## config.mk

```make
export PLATFORM = sky130hd
export DESIGN_NAME = freq_meter_counter
export DESIGN_NICKNAME = d
export VERILOG_FILES = /design/src/rtl/freq_meter_counter_pkg.sv /design/src/rtl/freq_meter_counter_edge_sync.sv /design/src/rtl/freq_meter_counter.sv
export SDC_FILE = /design/constraint.sdc
export NUM_CORES = 1
export LEC_CHECK = 0
export ABC_CLOCK_PERIOD_IN_PS = 3000
export CORE_UTILIZATION = 45
export CTS_CLUSTER_DIAMETER = 50
export CTS_CLUSTER_SIZE = 10
export DETAILED_ROUTE_END_ITERATION = 7
export PLACE_DENSITY = 0.71
export SLEW_MARGIN = 20
export SYNTH_ARGS = -nofsm -noshare
export SYNTH_HDL_FRONTEND = slang
export SYNTH_SLANG_ARGS = --single-unit
```

## constraint.sdc

```tcl
create_clock -name clk -period 3 [get_ports clk]
set_input_delay 0.75 -clock clk [delete_from_list [all_inputs] [get_ports clk]]
set_output_delay 0.75 -clock clk [all_outputs]
set_load 0.05 [all_outputs]
```

## src/rtl/freq_meter_counter_pkg.sv

```systemverilog
// Shared definitions for the frequency-meter gate path: state encodings and
// default counter geometry used by the gate generator, counter and display stages.
package freq_meter_counter_pkg;

    localparam int DEF_CNT_W      = 32;
    localparam int DEF_GATE_SHIFT = 1;

    typedef enum logic {
        ST_IDLE  = 1'b0,
        ST_COUNT = 1'b1
    } state_t;

endpackage

```

## src/rtl/freq_meter_counter_edge_sync.sv

```systemverilog
// Two-flop synchroniser for an asynchronous input followed by a rising-edge
// detector; o_rise is a single-clock pulse per synchronised low-to-high transition.
module freq_meter_counter_edge_sync (
    input  logic clk,
    input  logic rst_n,
    input  logic i_async,
    output logic o_rise
);

    logic r_s1;
    logic r_s2;
    logic r_s3;

    always_ff @(posedge clk or negedge rst_n) begin
        if (!rst_n) begin
            r_s1 <= 1'b0;
            r_s2 <= 1'b0;
            r_s3 <= 1'b0;
        end else begin
            r_s1 <= i_async;
            r_s2 <= r_s1;
            r_s3 <= r_s2;
        end
    end

    assign o_rise = r_s2 & ~r_s3;

endmodule

```

## src/rtl/freq_meter_counter.sv

```systemverilog
// Counts synchronised rising edges of sig_in while gate_en is high and latches the
// raw count, the count scaled to Hz and a saturation flag when the window closes.
module freq_meter_counter
    import freq_meter_counter_pkg::*;
#(
    parameter int CNT_W      = DEF_CNT_W,
    parameter int GATE_SHIFT = DEF_GATE_SHIFT
) (
    input  logic             clk,
    input  logic             rst_n,
    input  logic             gate_en,
    input  logic             sig_in,
    output logic [CNT_W-1:0] cnt_raw,
    output logic [CNT_W-1:0] freq_out,
    output logic             overflow,
    output logic             freq_valid,
    output logic             busy
);

    logic             w_sig_rise;
    logic             w_gate_rise;
    logic             w_gate_fall;
    logic             w_load;
    logic             r_gate_d;
    logic             r_armed;
    state_t           r_state;
    state_t           w_state_next;
    logic [CNT_W-1:0] r_cnt;
    logic [CNT_W-1:0] w_cnt_next;
    logic             r_ovf;
    logic             w_ovf_next;
    logic [CNT_W-1:0] r_cnt_raw;
    logic [CNT_W-1:0] r_freq_out;
    logic             r_overflow;
    logic             r_freq_valid;

    freq_meter_counter_edge_sync u_sig_sync (
        .clk     (clk),
        .rst_n   (rst_n),
        .i_async (sig_in),
        .o_rise  (w_sig_rise)
    );

    // r_armed stays low until gate_en has been seen low once after reset, so a
    // window already open at reset release never looks like a fresh gate_rise.
    always_ff @(posedge clk or negedge rst_n) begin
        if (!rst_n) begin
            r_gate_d <= 1'b0;
            r_armed  <= 1'b0;
        end else begin
            r_gate_d <= gate_en;
            if (!gate_en) begin
                r_armed <= 1'b1;
            end
        end
    end

    assign w_gate_rise = gate_en & ~r_gate_d & r_armed;
    assign w_gate_fall = ~gate_en & r_gate_d;

    always_ff @(posedge clk or negedge rst_n) begin
        if (!rst_n) begin
            r_state <= ST_IDLE;
            r_cnt   <= '0;
            r_ovf   <= 1'b0;
        end else begin
            r_state <= w_state_next;
            r_cnt   <= w_cnt_next;
            r_ovf   <= w_ovf_next;
        end
    end

    // An edge in the closing cycle is dropped because gate_fall takes priority.
    always_comb begin
        w_state_next = r_state;
        w_cnt_next   = r_cnt;
        w_ovf_next   = r_ovf;
        w_load       = 1'b0;
        case (r_state)
            ST_IDLE: begin
                if (w_gate_rise) begin
                    w_cnt_next   = {{(CNT_W-1){1'b0}}, w_sig_rise};
                    w_ovf_next   = 1'b0;
                    w_state_next = ST_COUNT;
                end
            end
            ST_COUNT: begin
                if (w_gate_fall) begin
                    w_load       = 1'b1;
                    w_state_next = ST_IDLE;
                end else if (w_sig_rise) begin
                    if (&r_cnt) begin
                        w_ovf_next = 1'b1;
                    end else begin
                        w_cnt_next = r_cnt + CNT_W'(1);
                    end
                end
            end
            default: begin
                w_state_next = ST_IDLE;
            end
        endcase
    end

    always_ff @(posedge clk or negedge rst_n) begin
        if (!rst_n) begin
            r_cnt_raw    <= '0;
            r_freq_out   <= '0;
            r_overflow   <= 1'b0;
            r_freq_valid <= 1'b0;
        end else begin
            r_freq_valid <= w_load;
            if (w_load) begin
                r_cnt_raw  <= r_cnt;
                r_freq_out <= r_cnt >> GATE_SHIFT;
                r_overflow <= r_ovf;
            end
        end
    end

    assign cnt_raw    = r_cnt_raw;
    assign freq_out   = r_freq_out;
    assign overflow   = r_overflow;
    assign freq_valid = r_freq_valid;
    assign busy       = (r_state == ST_COUNT);

endmodule

```

==> flow_results.org, run 1 <==
** Status
- The flow ran to the end, and the final reports show no timing, DRC or antenna violations.

** Final layout
- Final design utilization :: 0.581
- Area occupied by registers :: approximately 0.0018 sq mm
- Layout overhead on the synthesized area :: 23.2%
- Nets :: between 300 and 400
- After routing the design area is 0.00454 sq mm.
- Final antenna diode count :: 0
- Count of fill cells added during filler insertion :: 650
- Share of final-layout standard cells stronger than drive strength 1 :: 0.179
- In the final layout, the multi-input gates occupy 0.00152 sq mm.

** Timing
- Worst Skew :: 0.00805 ns
- Period minus WS final :: approximately 2.7 ns
- Slew @ Worst Pin :: 0.697 ns
- Summed over all failing endpoints, the final setup total negative slack is 0 ns.
- Fin Hold WS :: ~0.36 ns
- Setup repair after global routing left no endpoint under its margin.
- Fmax :: 372 MHz
- Dividing the final minimum period by the clock period gives 0.896.
- Normalized max-slew margin :: 0.535
- Final number of hold-violating endpoints :: 0
- Setup violations remaining at the end of the flow were counted as 0.
- Final-report max-slew violation count :: 0

** Synthesis
- Of the post-synthesis cell area, the dominant cell type holds 0.496.
- Commonest register cell after synthesis :: dfrtp_1
- By area, the combinational part of the netlist is dominated by simple AND/OR/NAND/NOR gates.
- Per-instance average area after synthesis :: 10.7 sq um
- Main area contributors after synthesis :: dfrtp_1 50%, mux2_2 9.2%, buf_4 6.5%
- The portion of synthesized area spent on multiplexers is 0.108.
- Number of flops mapped to enable cells by yosys :: 0
- Total of flip-flops plus latches after synthesis :: 73
- Post-synthesis share of cell area spent on full adders, half adders and majority gates :: 0.00340
- Of the total synthesized cell area, the portion taken by AND, OR, NAND and NOR gates is 0.210.
- Synthesis handed over a netlist of 345 instances.
- The compound-cell area share of the yosys netlist came to 0.0880.
- Count of distinct cell types in the synthesized netlist :: 45
- Synthesized-area fraction occupied by xor and xnor cells :: 0.00238
- Top cell type by total area after synthesis :: dfrtp_1
- Share of synthesized area occupied by flip-flops and latches :: 0.496
- Share of synthesized flip-flops with an asynchronous set or reset :: 1.00
- Cell area after synthesis :: approximately 0.0037 sq mm
- For this run, the number of Yosys warnings is 0.
- Counting every net in the synthesized netlist gives 350.

** Worst setup path
- Broken down by cell family, the worst path's largest delay share belongs to buffers and inverters.
- The number of buffers and inverters on the critical path is 1.
- The worst setup path is captured at an output pin.
- Walking the worst path, the cells encountered are clkdlybuf4s50_1.
- Worst path max stage delay :: 0.91 ns
- The critical path in this run is classified as flip-flop to output pin.
- Element type at the critical path start :: flip-flop
- Along the worst path, the maximum fanout reaches 14.
- CP max stage cell :: clkdlybuf4s50_1
- Data on the critical path arrives at its endpoint at 1.94 ns.
- Required time at the endpoint of the critical path :: ~2.3 ns

** Clock tree
- The clock tree synthesis step divided the H-tree into 3 levels.
- The clock reaches the later pin of the worst-skew pair after roughly 0.36 ns.
- Number of CTS-inserted buffers :: 9
- Once the clock tree was built, the setup fixing pass inserted 0 buffers.
- Post-CTS repair changed the size of 0 cells.
- The tree is rooted in a clkbuf_8.
- TritonCTS clock tree :: yes
- The number of hold buffers added after CTS was 0.
- Clock tree sinks :: 73
- Maximum clock path buffer count :: 2
- Clock edge transition at the registers on the reported setup and hold paths :: 0.07 ns

** Floorplanning
- Die Area :: 0.00855 sq mm
- Core outline area :: 0.00781 sq mm
- The die is 92.5 um tall.
- For this configuration, the core starts out at a cell density of 0.472.
- Chip width :: 92.5 um
- Count of boundary I/O pins :: slightly above 70
- Std-Cell Rows :: 32

** Power and ir drop
- Power comes to 2.52 mW.
- Reg power frac :: 0.449
- Worst-case vdd ir drop :: roughly 0.0004 V
- Summed over all nets, the switching power comes to about 0.83 mW.
- Switching fraction of total power :: 0.329
- Internal power component :: between 1.5 and 2 mW
- Leakage :: 2.07 nW
- The share of total power dissipated in the clock network is 0.327.
- Power per standard cell area :: ~560 mW/mm^2
- Combinational group share of total power :: 0.224

** Global route
- The first global-routing pass estimated 13.2 mm of wire.
- Grt ovf :: 0
- Global router's overall resource usage :: 0.197
- For met3 alone, demand over resource in global routing was 0.0378.
- Grt met2 use :: 0.314
- Via count of the first global-routing pass :: around 2700
- Entering global routing, the biggest net connects 46 pins.
- For met1 alone, demand over resource in global routing was 0.268.
- Number of antenna violations at the first check in global routing :: 0
- In this run the most used layer during global routing was met2.

** Routing
- Via count :: 2856
- Routed len/inst :: 15.8 um
- Before antenna repair, the detailed router went through 4 iterations.
- DR DRC count :: 0
- Number of DRC markers in iteration 0 :: 180
- In this run the remaining antenna-violating nets after routing total 0.
- DRT Wirelength :: between 7 and 8 mm
- Dividing the detail-routed via count by the number of cells gives 5.72.

** Place
- The placed instances occupy a cell area of 0.00432 sq mm.
- The congestion estimate from routability-driven global placement came to 0.902.
- Number of port buffers :: 69
- Placed wire-length estimate :: 5.48 mm

** Min path
- The tightest min-delay check is of the flip-flop to flip-flop type.

** Job
- Max-cap violations in this run came to 0.
-- power by group through the flow --
stage | Combinational [mW] | Clock (mW) | Sequential (mW)
floorplan | 0.279 | 0 | 1.26
detailed placement | 0.568 | 0 | 1.15
global route | 0.600 | 0.878 | 1.14
CTS | 0.570 | 0.835 | 1.13
global placement | 0.564 | 0 | 1.14
finish | 0.564 | 0.825 | 1.13
-- through the flow --
stage,instances,setup slack (ns)
after CTS,499,0.322
after global placement,483,0.445
after global routing,499,0.247
after detailed placement,483,0.409
after floorplan,345,0.793
final,499,0.313
-- synthesized netlist by cell type (2+ instances only) --
master / n
inv_1: 8
nor3_1: 13
a21o_1: 3
a22o_1: 2
clkbuf_1: 12
mux2i_1: 6
buf_4: 32
nor4_1: 5
a211o_1: 7
or4_4: 2
o21ai_0: 7
a31oi_1: 8
dfrtp_1: 73
nor2_1: 15
nand2_1: 25
and2_1: 2
nand4_1: 12
nand3b_1: 2
and4_1: 9
nand3_1: 25
a221o_1: 7
nand2b_1: 4
nor2b_1: 2
or3_1: 3
mux2_2: 30
or2_2: 3
and3_1: 10
-- cells in the final DEF, fill, tap and decap left out, types with 2 or more instances in the layout --
cell / n
nand3_1: 25
or3_1: 3
clkdlybuf4s50_1: 68
a221o_1: 7
mux2_2: 30
and3_1: 10
a21o_1: 3
inv_1: 8
nor4_1: 5
mux2i_1: 6
nor2_1: 15
and2_1: 2
buf_12: 2
o21ai_0: 7
nand3b_1: 2
buf_4: 12
dfrtp_1: 73
nand2_1: 25
and4_1: 9
nor2b_1: 2
or2_2: 3
a211o_1: 7
a31oi_1: 8
clkbuf_8: 12
clkinvlp_4: 2
or4_4: 2
nor3_1: 13
nand4_1: 12
nand2b_1: 4
a22o_1: 2
-- final timing paths --
kind,start,to,slack [ns],cells past startpoint
worst max-delay path,busy$_DFF_PN0_,busy,0.31,1
worst min-delay path,u_sig_sync.r_s1$_DFF_PN0_,u_sig_sync.r_s2$_DFF_PN0_,0.36,0
worst max register to register,r_cnt[1]$_DFFE_PN0P_,r_cnt[20]$_DFFE_PN0P_,0.51,6
worst min register to register,u_sig_sync.r_s1$_DFF_PN0_,u_sig_sync.r_s2$_DFF_PN0_,0.36,0
max in group asynchronous,rst_n,r_cnt[21]$_DFFE_PN0P_,1.89,2
min in group asynchronous,rst_n,cnt_raw[4]$_DFFE_PN0P_,0.44,1
-- cell families (layout without fill, tap and decap cells) --
group / count (synthesis) / after routing
other cells: 1 / 1
simple gates: 136 / 136
xor+xnor: 1 / 1
fa+ha+maj: 1 / 1
compound gates: 42 / 42
flops: 73 / 73
mux: 36 / 36
buf+inv: 55 / 107
-- cell type report --
cell class / count / area share
well taps: 102 / 0.0281
inverters: 8 / 0.00662
flip-flops and latches: 73 / 0.403
clock buffers: 12 / 0.0364
repair buffers: 83 / 0.180
multi-input cells: 217 / 0.335
clock inverters: 4 / 0.0110
-- registers in the layout, indices dropped and copies added (netlist names) --
name	cells
r_ovf	1
overflow	1
r_cnt	32
u_sig_sync.r_s1	1
freq_out	1
cnt_raw	31
u_sig_sync.r_s3	1
u_sig_sync.r_s2	1
r_armed	1
freq_valid	1
busy	1
r_gate_d	1
-- routing by layer --
metal  up-vias  part of all wire
li1       1327                 -
met3        15             0.059
met2       115              0.46
met4         0             0.016
met1      1399              0.46
met5         -                 0
(Power assumes the default switching activity.)
==> inputs of run 2 (changes only) <==
--- a/config.mk
+++ b/config.mk
@@ -5,7 +5,6 @@
 export SDC_FILE = /design/constraint.sdc
 export NUM_CORES = 1
 export LEC_CHECK = 0
-export ABC_CLOCK_PERIOD_IN_PS = 3000
 export CORE_UTILIZATION = 45
 export CTS_CLUSTER_DIAMETER = 50
 export CTS_CLUSTER_SIZE = 10
==> results of run 2 <==
No change in the layout: final DEF, timing and power equal those of run 1.
==> inputs of run 3 (changes only) <==
--- a/config.mk
+++ b/config.mk
@@ -10,6 +10,7 @@
 export CTS_CLUSTER_SIZE = 10
 export DETAILED_ROUTE_END_ITERATION = 7
 export PLACE_DENSITY = 0.71
+export RECOVER_POWER = 25
 export SLEW_MARGIN = 20
 export SYNTH_ARGS = -nofsm -noshare
 export SYNTH_HDL_FRONTEND = slang
==> run 3 against run 2 <==
  * The run now ends with max-capacitance violations, max-slew violations left
  * Via count barely moved
  * Register-to-register slack barely moved
  * Wire length barely moved
  * Die area did not move
  * Clock skew barely moved
  * Total power barely moved
  * Sequential share of layout area barely moved
  * Critical endpoint unchanged
  * Largest power group unchanged
==> flow_results.org, run 3 (synthesis results as in run 1) <==
** Worst setup path
- Critical path's top delay family :: buffers and inverters
- Critical path buffers and inverters :: 1 (unchanged)
- Required time at the endpoint of the critical path :: 2.25 ns (about the same)
- On the critical path, the stage with the largest delay is an instance of clkdlybuf4s50_1.
- Arrival time at the worst endpoint :: 1.93 ns (about the same)
- STA classifies the critical path startpoint as a flip-flop.
- Traced cell by cell, the critical path runs through clkdlybuf4s50_1.
- The largest fanout on the critical path is 14 (unchanged).
- The length in cells of the worst reg-to-reg path is 6 (unchanged).
- Crit Path Category :: flip-flop to output pin
- The worst setup path is captured at an output pin.
- Worst path max stage delay :: 0.91 ns (about the same)
- Number of gates on the worst path with buffers counted :: 1 (unchanged)

** Floorplanning
- Chip width :: 92.5 um (unchanged)
- Die Area :: 0.00855 sq mm (unchanged)
- The initial standard-cell utilization of the core came to 0.472 (unchanged).
- Std-Cell Rows :: 32 (unchanged)
- The number of top-level design ports came to 71 (unchanged).
- The y dimension of the die was 92.5 um (unchanged).
- Core outline area :: 0.00781 sq mm (unchanged)

** Power and ir drop
- The worst-case vdd ir drop is 0.000399 V (about the same).
- The reported leakage power is 2.07 nW (-0.11%).
- Power, Total :: 2.52 mW (about the same)
- The power density of the placed cells was 556 mW/mm^2 (about the same).

** Final layout
- Flip-flop count of the largest register, all copies and words added :: 32 (unchanged)
- The final instance count without filler cells is 499 (unchanged).
- Share of final-layout standard cells stronger than drive strength 1 :: 0.176 (-0.00252)
- Final design utilization :: 0.581 (about the same)
- Nets :: 397 (unchanged)
- The count of fill cells added during filler insertion came to 651 (+0.15%).
- The growth of design area from synthesis to finish came to 23.1% (about the same).
- Register name with the most flops :: r_cnt
- The sequential cell area was 0.00183 sq mm (unchanged).
- In the layout the commonest cells are 73 x dfrtp_1, 66 x clkdlybuf4s50_1, 30 x mux2_2, 25 x nand2_1, 25 x nand3_1.
- The multi-input logic area came to 0.00152 sq mm (unchanged).
- Most common cell after layout, fill and taps aside :: dfrtp_1
- The antenna diode instance count came to 0 (unchanged).

** Timing
- The final critical-path share of the clock period is 0.893 (-0.00300).
- Fmax :: 373 MHz (+0.34%)
- The minimum clock period was 2.68 ns (-0.00900 ns).
- The worst clock skew on the final layout was 0.00807 ns (+0.0000273 ns).
- Slew @ Worst Pin :: 1.67 ns (+0.975 ns)
- The summed negative setup slack over all endpoints is 0 ns (unchanged).
- Final setup violation count :: 0 (unchanged)
- Normalized max-slew margin :: -0.114 (-0.650)
- The final hold slack was 0.360 ns (-0.00000300 ns).
- The count of final max-slew check failures is 29 (+29).
- The final count of hold timing violations is 0 (unchanged).
- Setup repair after global routing left no endpoint under its margin.

** Routing
- The post-detailed-route wirelength per cell is 15.8 um (about the same).
- The total DRC errors in the routed layout is 0 (unchanged).
- The post-detailed-route via-to-cell ratio came to 5.72 (about the same).
- Iteration count of the initial detailed-routing pass :: 4 (unchanged)
- DRT Wirelength :: 7.90 mm (about the same)
- Via count :: 2855 (-0.035%)
- The remaining antenna violation count after routing is 0 (unchanged).
- Number of DRC markers in iteration 0 :: 180 (unchanged)

** Clock tree
- The number of H-tree levels was 3 (unchanged).
- TritonCTS clock tree :: yes
- The tree is rooted in a clkbuf_8.
- Maximum clock path buffer count :: 2 (unchanged)
- Post-CTS setup buffer count :: 0 (unchanged)
- Hold-fix buffer count after cts :: 0 (unchanged)
- Clock latency at the later pin of the worst-skew pair :: 0.36 ns (about the same)
- Clock edge transition at the registers on the reported setup and hold paths :: 0.07 ns (about the same)
- Clock tree sinks :: 73 (unchanged)
- The number of resized instances in the post-cts repair step was 0 (unchanged).
- Number of CTS-inserted buffers :: 9 (unchanged)

** Global route
- The wire length of the first global-routing pass came to 13.2 mm (unchanged).
- Largest net degree at the start of global routing :: 46 (unchanged)
- The total congestion overflow after global routing came to 0 (unchanged).
- Number of antenna violations at the first check in global routing :: 0 (unchanged)
- The total track usage is 0.197 (unchanged).
- Via count of the first global-routing pass :: 2665 (unchanged)

** Place
- The count of buffers from port buffering is 69 (unchanged).
- The cell total after placement came to 483 (unchanged).
- GPL Wtd Cong :: 0.902 (unchanged)
- Placed wire-length estimate :: 5.48 mm (unchanged)

** Job
- Max capacitance violation total :: 1 (+1)

** Min path
- The count of cells along the worst hold path was 0 (unchanged).
- Worst min-delay path category :: flip-flop to flip-flop

** Status
- Status :: finished with violations
- The final reports fail on max-capacitance violations, max-slew violations.
## run 3: cell count changes in the layout (fill, tap and decap cells not counted), sizes merged
cell	before	now
clkdlybuf4s50	68	66
dlygate4sd3	0	2
buf	15	14
clkbuf	12	13
## run 3: worst paths after layout
path	startpoint	endpoint	slack, ns
hold reg to reg	u_sig_sync.r_s1$_DFF_PN0_	u_sig_sync.r_s2$_DFF_PN0_	0.36
setup / recovery	busy$_DFF_PN0_	busy	0.32
min in group asynchronous	rst_n	cnt_raw[4]$_DFFE_PN0P_	0.82
hold / removal	u_sig_sync.r_s1$_DFF_PN0_	u_sig_sync.r_s2$_DFF_PN0_	0.36
max in group asynchronous	rst_n	r_armed$_DFFE_PN0N_	1.21
setup reg to reg	r_cnt[1]$_DFFE_PN0P_	r_cnt[20]$_DFFE_PN0P_	0.51
## run 3: report_power, final
part	internal (mW)	switching, mW	total [mW]	leakage (nW)
Sequential	1.05	0.0805	1.13	0.975
Combinational	0.190	0.374	0.564	0.992
Clock	0.451	0.374	0.825	0.105
## run 3: metal layers
metal  wire length (um)  share of wire  vias up  track usage
met4                129          0.016        0       0.0690
li1                   -              -     1328            -
met5                  0              0        -            0
met1               3620           0.46     1394        0.268
met3                486          0.062       15       0.0378
met2               3670           0.46      118        0.314
## run 3: through the flow
step,cell area (sq um),worst slack (ns)
4_1_cts,4540,0.322
2_1_floorplan,3680,0.793
6_report,4530,0.322
5_1_grt,4530,0.247
3_5_place_dp,4320,0.409
3_3_place_gp,4320,0.445
## run 3: layout make-up
cell class	instances	share of cell area
flip-flops and latches	73	0.403
clock buffers	12	0.0364
inverters	8	0.00662
clock inverters	4	0.0110
well taps	102	0.0281
repair buffers	83	0.180
multi-input cells	217	0.335
